`config.mk`:
```
export PLATFORM = sky130hd
export DESIGN_NAME = scan_decoder
export DESIGN_NICKNAME = d
export VERILOG_FILES = /design/src/rtl/scan_decoder.sv
export SDC_FILE = /design/constraint.sdc
export NUM_CORES = 1
export LEC_CHECK = 0
export ABC_AREA = 1
export BUFFER_PORTS_ARGS = -buffer_cell sky130_fd_sc_hd__buf_2
export CORE_AREA = 3 3 40 42
export DETAILED_ROUTE_END_ITERATION = 8
export DIE_AREA = 0 0 43 45
export PLACE_DENSITY = 0.85
export SLEW_MARGIN = 20
export SYNTH_ARGS = -nofsm -noshare
export SYNTH_HDL_FRONTEND = slang
export SYNTH_SLANG_ARGS = --single-unit
```
`constraint.sdc`:
```
create_clock -name clk -period 3.8 [get_ports clk]
set_input_delay 0 -clock clk [delete_from_list [all_inputs] [get_ports clk]]
set_output_delay 0 -clock clk [all_outputs]
set_load 0.005 [all_outputs]
```
`src/rtl/scan_decoder.sv`:
```
// Registered AW-to-2^AW one-hot decoder with enable, direct/scan modes and prescaled scan.
// Optional SCAN_DIR_EN macro adds a dir input for down-counting scans.
module scan_decoder #(
  parameter int unsigned AW         = 3,
  parameter int unsigned PRESCALE   = 4,
  parameter bit          ACTIVE_LOW = 1'b0
) (
  input  logic                 clk,
  input  logic                 rst,
  input  logic                 en,
  input  logic                 mode,
`ifdef SCAN_DIR_EN
  input  logic                 dir,
`endif
  input  logic [AW-1:0]        a,
  output logic [(2**AW)-1:0]   y,
  output logic [AW-1:0]        idx,
  output logic                 wrap
);

  localparam int unsigned    N       = 2**AW;
  localparam int unsigned    PW      = (PRESCALE > 1) ? $clog2(PRESCALE) : 1;
  localparam logic [PW-1:0]  PC_LAST = PW'(PRESCALE - 1);
  localparam logic [AW-1:0]  IDX_MAX = '1;

  logic [PW-1:0] pc_q, pc_d, pc_cur;
  logic [AW-1:0] idx_q, idx_d;
  logic [N-1:0]  y_q, y_d, onehot;
  logic          wrap_q, wrap_d;
  logic          prev_mode_q, prev_mode_d;
  logic          down;

`ifdef SCAN_DIR_EN
  assign down = dir;
`else
  assign down = 1'b0;
`endif

  always_comb begin
    pc_d        = pc_q;
    idx_d       = idx_q;
    wrap_d      = 1'b0;
    prev_mode_d = prev_mode_q;
    onehot      = '0;
    y_d         = ACTIVE_LOW ? '1 : '0;
    // First enabled scan cycle after direct mode always counts from pc = 0.
    pc_cur      = (mode && !prev_mode_q) ? '0 : pc_q;
    if (en) begin
      prev_mode_d = mode;
      if (!mode) begin
        idx_d = a;
        pc_d  = '0;
      end else if (pc_cur == PC_LAST) begin
        pc_d = '0;
        if (down) begin
          idx_d  = idx_q - 1'b1;
          wrap_d = (idx_q == '0);
        end else begin
          idx_d  = idx_q + 1'b1;
          wrap_d = (idx_q == IDX_MAX);
        end
      end else begin
        pc_d = pc_cur + 1'b1;
      end
      onehot[idx_d] = 1'b1;
      y_d = ACTIVE_LOW ? ~onehot : onehot;
    end
  end

  always_ff @(posedge clk) begin
    if (rst) begin
      pc_q        <= '0;
      idx_q       <= '0;
      wrap_q      <= 1'b0;
      prev_mode_q <= 1'b0;
      y_q         <= ACTIVE_LOW ? '1 : '0;
    end else begin
      pc_q        <= pc_d;
      idx_q       <= idx_d;
      wrap_q      <= wrap_d;
      prev_mode_q <= prev_mode_d;
      y_q         <= y_d;
    end
  end

  assign y    = y_q;
  assign idx  = idx_q;
  assign wrap = wrap_q;

endmodule

```
### Word-level counts from Yosys, hierarchy flattened

Cells that the tools add are included.

| storage, ports and cells | value |
|---|---|
| bits in registers | 15 |
| latch bits | 0 |
| RAM bits | 0 |
| bits in read-only memories | 0 |
| input bits | 7 |
| output and inout port bits | 12 |
| word-level logic and storage cells | 27 |
| memories kept | 0 |

| operators by class | value |
|---|---|
| $add $sub $neg | 2 |
| multiply operators | 0 |
| divide/modulo/power cells | 0 |
| order comparisons | 2 |
| eq/ne operators | 2 |
| shift-type cells | 0 |
| multiplexer cells | 8 |
| bitwise logic cells | 3 |
| reductions and logical operators | 5 |

Operators with widths:

| kind | number |
|---|---|
| $mux W3 | 3 |
| $mux W2 | 3 |
| $lt A3 B4 Y1 const B | 1 |
| $reduce_or A4 Y1 | 1 |
| $add A3 B1 Y3 const B | 1 |
| $demux W1 S3 | 1 |
| $eq A3 B3 Y1 const B | 1 |
| $ge A3 B1 Y1 const B | 1 |
| $not A1 Y1 | 3 |
| $add A2 B1 Y2 const B | 1 |
| $eq A2 B2 Y1 const B | 1 |
| $logic_and A1 B1 Y1 | 2 |
| $reduce_or A2 Y1 | 1 |
| $logic_not A1 Y1 | 1 |
| $mux W1 | 1 |

### Longest topological paths before layout

| depth | value |
|---|---|
| depth after elaboration | 11 |
| depth in mapped cells | 12 |
| gate-level depth less buffers | 11 |

### Worst setup path after synthesis

No wires, ideal clock.

| timing | value |
|---|---|
| path kind | register to register |
| from | reg prev_mode_q |
| to | reg y_q[2] (netlist: y[2]) |
| library setup time | 0.117 ns |
| arrival | 1.121 ns |
| required time | 3.683 ns |
| setup slack | 2.562 ns |
| stages on the path, launching flop included | 10 |
| path buffers | 0 |
| period minus slack after synthesis | 1.238 ns |
| path through | dfxtp_1 -> o21ai_2 -> inv_1 -> ha_1 -> inv_2 -> nand2_1 -> nand3_1 -> nand2_2 -> nand2_1 -> nor2_1 |

| between the ends | value |
|---|---|
| word-level cells in the longest chain between the ends | 11 |
| elaborated cells between the ends (all ways) | 12 |
| those cells by class | 2 x order compare; 1 x eq/ne; 6 x mux; 3 x reduce/logical |

Ends and longest elaborated chain:

| item | RTL line | source |
|---|---|---|
| start, declared | 30 | `logic prev_mode_q, prev_mode_d;` |
| start signal, assigned | 81 | `prev_mode_q <= prev_mode_d;` |
| $logic_not A1 Y1 (*) | 47 | `pc_cur = (mode && !prev_mode_q) ? '0 : pc_q;` |
| $logic_and A1 B1 Y1 (*) | 47 |  |
| $mux W2 (*) | 47 |  |
| $eq A2 B2 Y1 (*) | 53 | `end else if (pc_cur == PC_LAST) begin` |
| $mux W3 (*) | 53 |  |
| $mux W3 (*) | 50 | `if (!mode) begin` |
| $mux W3 (*) | 48 | `if (en) begin` |
| $lt A3 B4 Y1 (implied by the code) or $ge A3 B1 Y1 (tied branches) | 65 | `onehot[idx_d] = 1'b1;` |
| $logic_and A1 B1 Y1 (implied by the code) | 65 |  |
| $mux W1 (implied by the code) | 65 |  |
| $demux W1 S3 (*) | 65 |  |
| end signal, assigned | 76 | `y_q <= ACTIVE_LOW ? '1 : '0;` |
| end signal, assigned | 82 | `y_q <= y_d;` |
| end, declared | 28 | `logic [N-1:0] y_q, y_d, onehot;` |

Mark *: on every way between the ends. The rest lies on a longest branch, timed or not. The select of a mux whose other input is x is not followed.
A chain may end at the register's enable or synchronous reset.

### Final worst setup path

| timing | value |
|---|---|
| from | reg prev_mode_q |
| to | reg y_q[3] (netlist: y[3]) |

The elaborated chain is that of the path after synthesis.

==> impl_results.md <==
* Status: finished clean
* Routability cong. at 0.9076
* Design area at 799.5 um2
* Synthesized area at 655.6 um2
* Commonest cells in the netlist: nand2_1 (26), dfxtp_1 (15), nor2_1 (8)
* Maxcap violations at 0
* Clk_lat worst skew at 270 ps
* CTS clock-pin slew for the worst setup and hold paths at 80 ps
* Synth top area cells: dfxtp_1 (46%), nand2_1 (15%), ha_1 (5.7%)
* Synthesis warning total at 0
* Share of cells above drive strength 1 at 27.52%
* Critical Path Slowest Stage Cell: dfxtp_1
* Worst slew pin tran at 210.1 ps
* Slew HR at 85.98%
* Cell variety after synth at 17
* Fin crit share at 37.65%
* Number of global-route vias before repair at 543
* Yosys top cell by area: dfxtp_1
* Post_cts resized at 0
* Final antenna-violating net count at 0
* Final WL at 1.337 mm
* Final hold viol count at 0
* Setup TNS at 0 ps
* CTS root buf: clkbuf_4
* Sequential area share after synthesis at 45.80%
* Starting Density at 51.02%
* Number of buffers created by CTS at 3
* Crit Path Class: reg2reg
* CTS sink count at 15
* Avg Cell Area, Syn at 7.624 um2
* Drt first pass iters at 4
* Diodes inserted at 0
* Core box area at 1285 um2
* Die height at 45 um
* Area of the multi-input gates at 310.3 um2
* Pin count of the biggest net entering global routing at 11
* Placed cell area at 753.2 um2
* Clk_skew at 0.5474 ps
* Global-route wire length before repair at 2.318 mm
* P_leak at 0.4215 nW
* Buffer and inverter count on the worst path at 2
* P_int at 0.2177 mW
* Count leader, synth: nand2_1
* Synth top area share at 45.80%
* DRC at 0
* Final setup fails at 0
* H-tree lvl count at 1
* Critical Path Max Stage Delay at 350 ps
* Initial antenna violation count at 0
* Startpoint types: flip-flop
* Critical Path AT at 1600 ps
* DIE AREA at 1935 um2
* Total power at 0.2922 mW
* Register Area at 300.3 um2
* Post-CTS Hold Buffers at 2
* Post-DP HPWL at 1.039 mm
* Seq cells post-synth at 15
* Gate Count Post-Synth at 86
* Post-synth EDFFs at 0
* Sequential share of power at 56.8%
* Grt total ovfl at 0
* Via density at 4.984
* Crit path time final at 1431 ps
* Worst setup EP type: flip-flop
* Max Transition Viols Final at 0
* Nets at 120
* Crit path top cell by count: nand2_1
* FFs w/ async S/R, synth at 0%
* WL/cell at 10.78 um
* Fillers at 117
* Fmax at 0.6990 GHz
* RSZ-0062 raised after global routing: no
* Net Sw Power at 0.07445 mW
* Post-Syn Nets at 96
* DRT iter0 DRCs at 22
* Die span in x at 43 um
* CTS tree: yes
* Main synth FF type: dfxtp_1
* CP Max Fanout at 6
* HP Class: in2reg
* Clock Tree Buf Depth at 2
* I/O pin count at 19
* Critical path cell sequence: o21ai_2 -> inv_1 -> ha_1 -> inv_2 -> nand2_1 -> nand3_1 -> nand2_2 -> nand2_1 -> nor2_1
* Clk pwr share at 30.3%
* Comb pwr share at 12.9%
* Pwr Density at 365.4 nW/um2
* PortBufs at 18
* WP data required at 3970 ps
* GRT Total Usage at 16.51%
* CP delay by family, top: simple AND/OR/NAND/NOR gates
* Post-CTS Setup Bufs at 0
* Switch share at 25.48%
* Synth-to-Final Area Change at 21.95%
* VDD IR max at 0.1947 mV
* Vias at 618
* Num rows at 13
## worst paths after layout
kind	startpoint	endpoint	slack [ps]	cells past startpoint
max	prev_mode_q	y[3]	2370	9
min reg2reg	pc_q[1]	pc_q[1]	480	2
min	mode	wrap	60	3
max reg2reg	prev_mode_q	y[3]	2370	9
## routing by layer
layer | up-vias | share of wire (%) | GRT usage (%)
met2 | 28 | 47 | 29.94
li1 | 318 | - | -
met4 | 0 | 2.5 | 7.831
met1 | 266 | 43 | 17.44
met5 | - | 0 | 0
met3 | 6 | 7.3 | 5.179
## placed cells by master, fill, tap and decap left out, types with 2 or more instances in the layout
master         netlist  final
a21oi_1              5      5
buf_2                0     18
clkbuf_4             0      3
dfxtp_1             15     15
dlygate4sd3_1        0      2
ha_1                 3      3
inv_1                7      7
inv_2                2      2
nand2_1             26     26
nand2_2              4      4
nand3_1              6      6
nor2_1               8      8
o21ai_0              2      2
or2_1                2      2
## power groups by stage
stage | Combinational, mW | Clock, mW | Sequential [mW]
floorplan | 0.0233 | 0 | 0.169
global placement | 0.0342 | 0 | 0.169
detailed placement | 0.0356 | 0 | 0.170
CTS | 0.0373 | 0.0909 | 0.166
global route | 0.0431 | 0.0990 | 0.167
finish | 0.0378 | 0.0884 | 0.166
## through the flow
stage                     worst slack, ps  std cells  util, %  hold WS (ps)
final                                2369        124    62.22         55.31
after global placement               2478        118    58.62         260.5
after CTS                            2402        124    62.22         46.45
after detailed placement             2405        118    58.62         265.9
after global routing                 2204        124    62.22         48.44
after floorplan                      2562         86        -         69.07
## tightest hold or removal path: stages
cell and delay (ps):
buf_2 160, nand3_1 90, nor3_1 40
## sequential cells by signal, summed over array words and instances, names as in the netlist
register and flops:
y 8, idx 3, pc_q 2, prev_mode_q 1, wrap 1
## area by class of cell
cell class | instances | area share, %
sequential | 15 | 37.56
tap | 15 | 2.347
multi-input combinational | 61 | 38.81
clock buffer | 4 | 3.286
inverter | 9 | 4.225
timing repair buffer | 20 | 13.77
## logic make-up after synthesis
logic type      synth area share (%)
compound gates                 7.825
fa+ha+maj                      5.726
simple gates                   33.78
buf+inv                        6.871
flops                          45.80
Note: power is estimated with default switching activity, not from simulation.
